`config.mk`:
```
export PLATFORM = sky130hd
export DESIGN_NAME = apb_uart_flat
export DESIGN_NICKNAME = d
export VERILOG_FILES = /design/src/rtl/apb_uart_if.sv /design/src/rtl/apb_uart.sv /design/src/flat_wrapper.sv
export SDC_FILE = /design/constraint.sdc
export NUM_CORES = 1
export LEC_CHECK = 0
export ABC_AREA = 0
export CAP_MARGIN = 20
export CORE_ASPECT_RATIO = 0.8
export CORE_UTILIZATION = 50
export CTS_BUF_LIST = sky130_fd_sc_hd__clkbuf_8
export DETAILED_ROUTE_END_ITERATION = 7
export PLACE_DENSITY_LB_ADDON = 0.15
export SYNTH_ARGS = -nofsm -noshare
export SYNTH_HDL_FRONTEND = slang
export SYNTH_SLANG_ARGS = --single-unit
```
`constraint.sdc`:
```
create_clock -name PCLK -period 2.4 [get_ports PCLK]
set_clock_uncertainty 0.15 [all_clocks]
set_input_delay 0.24 -clock PCLK [delete_from_list [all_inputs] [get_ports PCLK]]
set_output_delay 0.24 -clock PCLK [all_outputs]
set_load 0.005 [all_outputs]
```
`src/rtl/apb_uart_if.sv`:
```
// APB3 request/response bundle for apb_uart.
// The master drives the request fields; the slave returns read data, ready and error.
interface apb_uart_if;
  logic        PSEL;
  logic        PENABLE;
  logic        PWRITE;
  logic [9:0]  PADDR;
  logic [31:0] PWDATA;
  logic [31:0] PRDATA;
  logic        PREADY;
  logic        PSLVERR;

  modport master (
    output PSEL, PENABLE, PWRITE, PADDR, PWDATA,
    input  PRDATA, PREADY, PSLVERR
  );

  modport slave (
    input  PSEL, PENABLE, PWRITE, PADDR, PWDATA,
    output PRDATA, PREADY, PSLVERR
  );
endinterface

```
`src/rtl/apb_uart.sv`:
```
// APB3 slave UART: one TX holding buffer, one RX buffer, optional parity and a
// 16x oversampling baud tick. Two instances share a bus, selected by byte-address bit 5.
module apb_uart #(
  parameter logic ADDR_SEL = 1'b0
) (
  input  logic       PCLK,
  input  logic       PRESETn,
  input  logic       PCLKG,
  input  logic       clk_16m,
  input  logic       clk_16m_rstn,
  apb_uart_if.slave  apb,
  input  logic [3:0] ECOREVNUM,
  input  logic       RXD,
  output logic       TXD,
  output logic       TXEN,
  output logic       BAUDTICK,
  output logic       TXINT,
  output logic       RXINT,
  output logic       TXOVRINT,
  output logic       RXOVRINT,
  output logic       UARTINT_FLAG,
  output logic       UARTINT
);

  typedef enum logic [2:0] {S_IDLE, S_START, S_DATA, S_PAR, S_STOP} uart_state_e;

  localparam logic [2:0] OFF_DATA   = 3'd0;
  localparam logic [2:0] OFF_STATUS = 3'd1;
  localparam logic [2:0] OFF_CTRL   = 3'd2;
  localparam logic [2:0] OFF_INT    = 3'd3;
  localparam logic [2:0] OFF_BAUD   = 3'd4;
  localparam logic [2:0] OFF_PAR    = 3'd5;

  // PADDR carries word address bits [11:2], so byte bit 5 is PADDR[3].
  logic       hit, wr_en, rd_en;
  logic [2:0] off;
  assign hit   = apb.PSEL & (apb.PADDR[3] == ADDR_SEL);
  assign off   = apb.PADDR[2:0];
  assign wr_en = hit & apb.PENABLE & apb.PWRITE;
  assign rd_en = hit & apb.PENABLE & ~apb.PWRITE;

  logic unused_ok;
  assign unused_ok = &{1'b0, PCLKG, clk_16m, clk_16m_rstn, apb.PADDR[9:4], apb.PWDATA[31:19]};

  logic [6:0]  ctrl_q, ctrl_d;
  logic [4:0]  int_q, int_d;
  logic [18:0] baud_div_q, baud_div_d;
  logic [1:0]  par_q, par_d;
  logic [7:0]  tx_buf_q, tx_buf_d;
  logic [7:0]  rx_buf_q, rx_buf_d;
  logic        tx_full_q, tx_full_d;
  logic        rx_full_q, rx_full_d;
  logic        tx_ovr_q, tx_ovr_d;
  logic        rx_ovr_q, rx_ovr_d;
  logic        par_err_q, par_err_d;

  logic [14:0] baud_cnt_q;
  logic        tick_q;

  uart_state_e tx_state_q;
  logic [3:0]  tx_cnt_q;
  logic [2:0]  tx_idx_q;
  logic [7:0]  tx_shift_q;
  logic        tx_par_q;
  logic        txd_q, txen_q;

  uart_state_e rx_state_q;
  logic [3:0]  rx_cnt_q;
  logic [2:0]  rx_idx_q;
  logic [7:0]  rx_shift_q;
  logic        rxd_s1_q, rxd_s2_q, rxd_prev_q;

  logic tx_load, tx_wr, tx_ovr_evt;
  logic rx_mid, rx_done, rx_rd, rx_store, rx_ovr_evt, rx_par_exp, par_evt;

  assign tx_load    = tick_q & (tx_state_q == S_IDLE) & ctrl_q[0] & tx_full_q;
  assign tx_wr      = wr_en & (off == OFF_DATA);
  assign tx_ovr_evt = tx_wr & tx_full_q & ~tx_load;

  assign rx_mid     = tick_q & (rx_cnt_q == 4'd15);
  assign rx_done    = rx_mid & (rx_state_q == S_STOP);
  assign rx_rd      = rd_en & (off == OFF_DATA);
  assign rx_ovr_evt = rx_done & rx_full_q & ~rx_rd;
  assign rx_store   = rx_done & ~rx_ovr_evt;
  assign rx_par_exp = par_q[1] ? ~^rx_shift_q : ^rx_shift_q;
  assign par_evt    = rx_mid & (rx_state_q == S_PAR) & (rxd_s2_q != rx_par_exp);

  // Register file next state: software clears are applied first so hardware sets win.
  always_comb begin
    ctrl_d     = ctrl_q;
    int_d      = int_q;
    baud_div_d = baud_div_q;
    par_d      = par_q;
    tx_buf_d   = tx_buf_q;
    rx_buf_d   = rx_buf_q;
    tx_full_d  = tx_full_q;
    rx_full_d  = rx_full_q;
    tx_ovr_d   = tx_ovr_q;
    rx_ovr_d   = rx_ovr_q;
    par_err_d  = par_err_q;
    if (wr_en) begin
      case (off)
        OFF_STATUS: begin
          tx_ovr_d  = tx_ovr_q  & ~apb.PWDATA[2];
          rx_ovr_d  = rx_ovr_q  & ~apb.PWDATA[3];
          par_err_d = par_err_q & ~apb.PWDATA[4];
        end
        OFF_CTRL: ctrl_d     = apb.PWDATA[6:0];
        OFF_INT:  int_d      = int_q & ~apb.PWDATA[4:0];
        OFF_BAUD: baud_div_d = apb.PWDATA[18:0];
        OFF_PAR:  par_d      = apb.PWDATA[1:0];
        default:  ;
      endcase
    end
    if (tx_load) tx_full_d = 1'b0;
    if (tx_wr && !tx_ovr_evt) begin
      tx_buf_d  = apb.PWDATA[7:0];
      tx_full_d = 1'b1;
    end
    if (rx_rd) rx_full_d = 1'b0;
    if (rx_store) begin
      rx_buf_d  = rx_shift_q;
      rx_full_d = 1'b1;
    end
    if (tx_ovr_evt) tx_ovr_d = 1'b1;
    if (rx_ovr_evt) rx_ovr_d = 1'b1;
    if (par_evt)    par_err_d = 1'b1;
    int_d[0] = int_d[0] | (tx_load & ctrl_q[2]);
    int_d[1] = int_d[1] | (rx_store & ctrl_q[3]);
    int_d[2] = int_d[2] | (tx_ovr_evt & ctrl_q[4]);
    int_d[3] = int_d[3] | (rx_ovr_evt & ctrl_q[5]);
    int_d[4] = int_d[4] | par_evt;
  end

  always_ff @(posedge PCLK or negedge PRESETn) begin
    if (!PRESETn) begin
      ctrl_q     <= '0;
      int_q      <= '0;
      baud_div_q <= '0;
      par_q      <= '0;
      tx_buf_q   <= '0;
      rx_buf_q   <= '0;
      tx_full_q  <= 1'b0;
      rx_full_q  <= 1'b0;
      tx_ovr_q   <= 1'b0;
      rx_ovr_q   <= 1'b0;
      par_err_q  <= 1'b0;
    end else begin
      ctrl_q     <= ctrl_d;
      int_q      <= int_d;
      baud_div_q <= baud_div_d;
      par_q      <= par_d;
      tx_buf_q   <= tx_buf_d;
      rx_buf_q   <= rx_buf_d;
      tx_full_q  <= tx_full_d;
      rx_full_q  <= rx_full_d;
      tx_ovr_q   <= tx_ovr_d;
      rx_ovr_q   <= rx_ovr_d;
      par_err_q  <= par_err_d;
    end
  end

  // Baud tick: one pulse every BAUDDIV[18:4] cycles; a zero divisor stops it.
  always_ff @(posedge PCLK or negedge PRESETn) begin
    if (!PRESETn) begin
      baud_cnt_q <= '0;
      tick_q     <= 1'b0;
    end else if (baud_div_q[18:4] == 15'd0) begin
      baud_cnt_q <= '0;
      tick_q     <= 1'b0;
    end else if (baud_cnt_q <= 15'd1) begin
      baud_cnt_q <= baud_div_q[18:4];
      tick_q     <= 1'b1;
    end else begin
      baud_cnt_q <= baud_cnt_q - 15'd1;
      tick_q     <= 1'b0;
    end
  end

  always_ff @(posedge PCLK or negedge PRESETn) begin
    if (!PRESETn) begin
      tx_state_q <= S_IDLE;
      tx_cnt_q   <= '0;
      tx_idx_q   <= '0;
      tx_shift_q <= '0;
      tx_par_q   <= 1'b0;
      txd_q      <= 1'b1;
      txen_q     <= 1'b0;
    end else if (tick_q) begin
      if (tx_state_q == S_IDLE) begin
        if (tx_load) begin
          tx_shift_q <= tx_buf_q;
          tx_par_q   <= par_q[1] ? ~^tx_buf_q : ^tx_buf_q;
          tx_cnt_q   <= 4'd0;
          txd_q      <= 1'b0;
          txen_q     <= 1'b1;
          tx_state_q <= S_START;
        end
      end else begin
        tx_cnt_q <= tx_cnt_q + 4'd1;
        if (tx_cnt_q == 4'd15) begin
          case (tx_state_q)
            S_START: begin
              txd_q      <= tx_shift_q[0];
              tx_idx_q   <= 3'd0;
              tx_state_q <= S_DATA;
            end
            S_DATA: begin
              if (tx_idx_q == 3'd7) begin
                if (par_q[0]) begin
                  txd_q      <= tx_par_q;
                  tx_state_q <= S_PAR;
                end else begin
                  txd_q      <= 1'b1;
                  tx_state_q <= S_STOP;
                end
              end else begin
                tx_shift_q <= {1'b0, tx_shift_q[7:1]};
                txd_q      <= tx_shift_q[1];
                tx_idx_q   <= tx_idx_q + 3'd1;
              end
            end
            S_PAR: begin
              txd_q      <= 1'b1;
              tx_state_q <= S_STOP;
            end
            default: begin
              txd_q      <= 1'b1;
              txen_q     <= 1'b0;
              tx_state_q <= S_IDLE;
            end
          endcase
        end
      end
    end
  end

  // Start bit is rechecked 8 ticks after the edge, then the counter is rebased so
  // every later sample lands at a bit centre.
  always_ff @(posedge PCLK or negedge PRESETn) begin
    if (!PRESETn) begin
      rxd_s1_q   <= 1'b1;
      rxd_s2_q   <= 1'b1;
      rxd_prev_q <= 1'b1;
      rx_state_q <= S_IDLE;
      rx_cnt_q   <= '0;
      rx_idx_q   <= '0;
      rx_shift_q <= '0;
    end else begin
      rxd_s1_q   <= RXD;
      rxd_s2_q   <= rxd_s1_q;
      rxd_prev_q <= rxd_s2_q;
      if (rx_state_q == S_IDLE) begin
        if (ctrl_q[1] && rxd_prev_q && !rxd_s2_q) begin
          rx_cnt_q   <= 4'd0;
          rx_state_q <= S_START;
        end
      end else if (tick_q) begin
        rx_cnt_q <= rx_cnt_q + 4'd1;
        case (rx_state_q)
          S_START: begin
            if (rx_cnt_q == 4'd7) begin
              if (rxd_s2_q) begin
                rx_state_q <= S_IDLE;
              end else begin
                rx_cnt_q   <= 4'd0;
                rx_idx_q   <= 3'd0;
                rx_state_q <= S_DATA;
              end
            end
          end
          S_DATA: begin
            if (rx_cnt_q == 4'd15) begin
              rx_shift_q <= {rxd_s2_q, rx_shift_q[7:1]};
              rx_idx_q   <= rx_idx_q + 3'd1;
              if (rx_idx_q == 3'd7) rx_state_q <= par_q[0] ? S_PAR : S_STOP;
            end
          end
          S_PAR: begin
            if (rx_cnt_q == 4'd15) rx_state_q <= S_STOP;
          end
          default: begin
            if (rx_cnt_q == 4'd15) rx_state_q <= S_IDLE;
          end
        endcase
      end
    end
  end

  logic [31:0] prdata;
  always_comb begin
    prdata = 32'h0;
    if (hit) begin
      case (off)
        OFF_DATA:   prdata = {24'h0, rx_buf_q};
        OFF_STATUS: prdata = {27'h0, par_err_q, rx_ovr_q, tx_ovr_q, rx_full_q, tx_full_q};
        OFF_CTRL:   prdata = {25'h0, ctrl_q};
        OFF_INT:    prdata = {27'h0, int_q};
        OFF_BAUD:   prdata = {13'h0, baud_div_q};
        OFF_PAR:    prdata = {30'h0, par_q};
        default:    prdata = {28'h0, ECOREVNUM};
      endcase
    end
  end

  assign apb.PRDATA  = prdata;
  assign apb.PREADY  = 1'b1;
  assign apb.PSLVERR = 1'b0;

  assign TXD          = txd_q;
  assign TXEN         = txen_q;
  assign BAUDTICK     = tick_q;
  assign TXINT        = int_q[0] & ctrl_q[2];
  assign RXINT        = int_q[1] & ctrl_q[3];
  assign TXOVRINT     = int_q[2] & ctrl_q[4];
  assign RXOVRINT     = int_q[3] & ctrl_q[5];
  assign UARTINT      = TXINT | RXINT | TXOVRINT | RXOVRINT;
  assign UARTINT_FLAG = |int_q;

endmodule

```
`src/flat_wrapper.sv`:
```
// flat-port wrapper written by rule: the top's interface ports become plain ports
module apb_uart_flat 
#(
  parameter logic ADDR_SEL = 1'b0
)
  (PCLK, PRESETn, PCLKG, clk_16m, clk_16m_rstn, ECOREVNUM, RXD, TXD, TXEN, BAUDTICK, TXINT, RXINT, TXOVRINT, RXOVRINT, UARTINT_FLAG, UARTINT, apb_PSEL, apb_PENABLE, apb_PWRITE, apb_PADDR, apb_PWDATA, apb_PRDATA, apb_PREADY, apb_PSLVERR);
  apb_uart_if apb_i ();
  input  logic PCLK;
  input  logic PRESETn;
  input  logic PCLKG;
  input  logic clk_16m;
  input  logic clk_16m_rstn;
  input  logic [3:0] ECOREVNUM;
  input  logic RXD;
  output logic TXD;
  output logic TXEN;
  output logic BAUDTICK;
  output logic TXINT;
  output logic RXINT;
  output logic TXOVRINT;
  output logic RXOVRINT;
  output logic UARTINT_FLAG;
  output logic UARTINT;
  input wire logic [$bits(apb_i.PSEL)-1:0] apb_PSEL;
  input wire logic [$bits(apb_i.PENABLE)-1:0] apb_PENABLE;
  input wire logic [$bits(apb_i.PWRITE)-1:0] apb_PWRITE;
  input wire logic [$bits(apb_i.PADDR)-1:0] apb_PADDR;
  input wire logic [$bits(apb_i.PWDATA)-1:0] apb_PWDATA;
  output wire logic [$bits(apb_i.PRDATA)-1:0] apb_PRDATA;
  output wire logic [$bits(apb_i.PREADY)-1:0] apb_PREADY;
  output wire logic [$bits(apb_i.PSLVERR)-1:0] apb_PSLVERR;
  assign apb_i.PSEL = apb_PSEL;
  assign apb_i.PENABLE = apb_PENABLE;
  assign apb_i.PWRITE = apb_PWRITE;
  assign apb_i.PADDR = apb_PADDR;
  assign apb_i.PWDATA = apb_PWDATA;
  assign apb_PRDATA = apb_i.PRDATA;
  assign apb_PREADY = apb_i.PREADY;
  assign apb_PSLVERR = apb_i.PSLVERR;
  apb_uart #(.ADDR_SEL(ADDR_SEL)) u_core (.PCLK(PCLK), .PRESETn(PRESETn), .PCLKG(PCLKG), .clk_16m(clk_16m), .clk_16m_rstn(clk_16m_rstn), .apb(apb_i), .ECOREVNUM(ECOREVNUM), .RXD(RXD), .TXD(TXD), .TXEN(TXEN), .BAUDTICK(BAUDTICK), .TXINT(TXINT), .RXINT(RXINT), .TXOVRINT(TXOVRINT), .RXOVRINT(RXOVRINT), .UARTINT_FLAG(UARTINT_FLAG), .UARTINT(UARTINT));
endmodule
```
==> flow_summary.toml <==
[worst_setup_path]
cp-start-kind = "flip-flop"
worst-path-max-fanout = 7
cp-end-kind = "flip-flop"
r2r_slack_ns = 0.05
crit_path_cell_trace = "or4_4, or4b_4, buf_4, o31a_1, a211oi_1"
cpPeakStageDelay_ns = 0.52
criticalPathCategory = "reg2reg"
worst_ep_arrival_time_ns = 2.50
slowest_stage = "or4_4"
required_ns = 2.54

[routing]
drt_iter0_markers = 287
drcViolationCount = 0
first_pass_iters = 5
vias = 4553
ant_nets = 0
routed_wl_um = 13990
vias_per_cell = 5.684
wire_per_inst_um = 17.47

[floorplan]
num_rows = 35
core_area_um2 = 11560
dieArea_um2 = 12380
die_h_um = 99.70
num_io_pins = 98
start_util_pct = 51.60
die_x_um = 124.1

[global_route]
grt_pass1_vias = 4345
grt_pass1_wl_um = 22600
track_usage_pct = 24.36
antenna_found_initial = 1
overflow = 0
grt_max_degree = 66

[yosys]
yosysWarnings = 0
synth-main-ff-cell = "dfrtp_1"
synth_seq_cells = 112
seq_area_frac_synth_pct = 47.06
synthTopCellsByArea = "dfrtp_1 45%, mux2_2 13%, nand2_1 3.0%, xnor2_1 2.8%, mux2i_1 2.2%"
synth-edff-count = 0
synthesis.instances = 550
synthArstFlopShare_pct = 100.0
synth_cell_types = 65
synth_top_area_share_pct = 45.30
syn_area_per_cell_um2 = 10.85
synth_area_um2 = 5966
yosysTopAreaCell = "dfrtp_1"

[final_layout]
drive_gt1_share_pct = 25.27
n_fill_cell = 951
layout_commonest_cell = "dfrtp_1"
antennaDiodeCount = 0
nNetsFinal = 711
syn_to_final_growth_pct = 21.60
mostFrequentLayoutCells = "108 x dfrtp_1, 67 x mux2_2, 51 x buf_4, 49 x clkdlybuf4s50_1, 48 x nand2_1"
stdcell_count = 801

[pwr]
switching_power_mw = 1.656
seqPwrFrac_pct = 47.6
leakage_nw = 3.448
power_frac_comb_pct = 32.1
finalPower_mw = 5.082
swShare_pct = 32.59
p_int_mw = 3.425
power_frac_clock_pct = 20.3
max-vdd-ir-drop_v = 0.0004074
cellPowerDensity_nw_per_um2 = 700.5

[place]
dp_hpwl_um = 10290
place.gp.congestion = 0.8658
dp.cells = 776
io_buffers = 60

[cts]
clockBufferDepth = 2
path_clk_slew_ns = 0.10
clock_latency_ns = 0.38
root_buffer = "clkbuf_8"
htreeDepth = 3
cts_sinks = 112
cts_tree = "done"
cts_buffers = 9

[timing]
finalCriticalPeriod_ns = 2.355
whs_ns = 0.04304
maxSlewHeadroom_pct = 58.73
slew_violations = 0
worstMarginPinSlew_ns = 0.6163
max_freq_mhz = 424.7
setup_viol = 0
rsz0062_at_grt = "no"
min_period_over_period_pct = 98.12
hold_violations = 0

[min_path]
min_path_type = "in2async"

[job]
maxCapViolCount = 0

[outcome]
outcome = "complete, no violations"
path summary, 6_finish.rpt:
path / depth (start not counted) / endpoint / startpoint
max in group asynchronous: 3 / u_core.ctrl_q[3]$_DFFE_PN0P_ / PRESETn
min in group PCLK: 1 / u_core.rxd_s1_q$_DFF_PN1_ / RXD
worst max-delay path: 5 / u_core.baud_cnt_q[14]$_DFF_PN0_ / u_core.baud_cnt_q[8]$_DFF_PN0_
worst max register to register: 5 / u_core.baud_cnt_q[14]$_DFF_PN0_ / u_core.baud_cnt_q[8]$_DFF_PN0_
worst min-delay path: 2 / u_core.tx_cnt_q[0]$_DFFE_PN0P_ / PRESETn
worst min register to register: 0 / u_core.rxd_s2_q$_DFF_PN1_ / u_core.rxd_s1_q$_DFF_PN1_
power groups by stage:
| stage | registers [mW] | clock network (mW) | logic [mW] |
|---|---|---|---|
| after floorplan | 2.35 | 0 | 1.09 |
| after global placement | 2.43 | 0 | 1.50 |
| after detailed placement | 2.44 | 0 | 1.57 |
| after CTS | 2.41 | 1.08 | 1.58 |
| after global routing | 2.46 | 1.16 | 1.79 |
| final | 2.42 | 1.03 | 1.63 |
layer usage:
layer / up-vias / wire, µm / GRT usage (%)
li1: 2148 / - / -
met1: 2271 / 6778 / 35.27
met2: 114 / 6363 / 36.68
met3: 18 / 661 / 5.161
met4: 2 / 170 / 7.051
met5: - / 16 / 0
registers in the layout (all words and copies together) (netlist names), 2 cells and up:
name and flops:
u_core.int_q 5, u_core.par_q 2, u_core.baud_div_q 19, u_core.rx_state_q 3, u_core.tx_idx_q 3, u_core.rx_cnt_q 4
u_core.rx_idx_q 3, u_core.tx_state_q 3, u_core.baud_cnt_q 15, u_core.rx_shift_q 8, u_core.rx_buf_q 8, u_core.tx_buf_q 8
u_core.tx_cnt_q 4, u_core.ctrl_q 7, u_core.tx_shift_q 8
cell type report:
cell class              instances  area (µm²)  area share, %
multi-input cells             394        2984          41.13
flip-flops and latches        112        2808          38.70
repair buffers                116        1042          14.37
well taps                     148       185.2          2.553
clock buffers                  11       151.4          2.087
inverters                      15       56.30         0.7761
clock inverters                 5       27.53         0.3794
cells by family (layout without fill, tap and decap cells):
group	count (synthesis)	count (layout)	share of synthesized area (%)
flops	112	112	47.06
simple gates	170	171	15.04
mux	87	87	16.72
other cells	2	15	0.1259
fa+ha+maj	8	8	1.678
compound gates	87	87	10.36
buf+inv	58	147	4.740
xor+xnor	26	26	4.278
timing repair:
item,4_1_cts,5_1_grt
endpoints found under the hold margin,108,0
setup endpoints to repair,23,30
buffers inserted,3,2
hold buffers,1,0
pin swaps,1,0
gates resized for setup,10,14
cloned,1,2
critical path, delay by kind of cell (launching register included):
kind | cells | cell delay (ns)
AO/OA/AOI/OAI | 2 | 0.47
flip-flops | 1 | 0.41
buffers and inverters | 1 | 0.18
AND/OR/NAND/NOR | 2 | 1.04
cell usage after synthesis (6+ instances only):
| cell type | instances |
|---|---|
| o21ai_0 | 18 |
| nand3_1 | 12 |
| nor3_1 | 15 |
| mux2i_1 | 13 |
| nor2b_1 | 6 |
| and2_1 | 16 |
| mux2_4 | 6 |
| a22o_1 | 9 |
| nand2_1 | 48 |
| o2bb2ai_1 | 9 |
| clkbuf_1 | 25 |
| inv_1 | 15 |
| nor2_1 | 27 |
| xnor2_1 | 19 |
| mux2_2 | 67 |
| or3_1 | 6 |
| ha_1 | 8 |
| a211oi_1 | 6 |
| a21oi_1 | 14 |
| buf_4 | 15 |
| nor4_1 | 7 |
| dfrtp_1 | 108 |
stage by stage:
step | worst slack [ns] | setup TNS [ns] | instance area, µm² | util (%)
2_1_floorplan | -0.07989 | -0.4794 | 6015 | -
3_3_place_gp | -0.1392 | -2.508 | 6944 | 60.06
3_5_place_dp | -0.1391 | -1.992 | 6944 | 60.06
4_1_cts | -0.002365 | -0.005784 | 7181 | 62.11
5_1_grt | 0.009125 | 0 | 7254 | 62.75
6_report | 0.04518 | 0 | 7254 | 62.75
(Power assumes the default switching activity.)
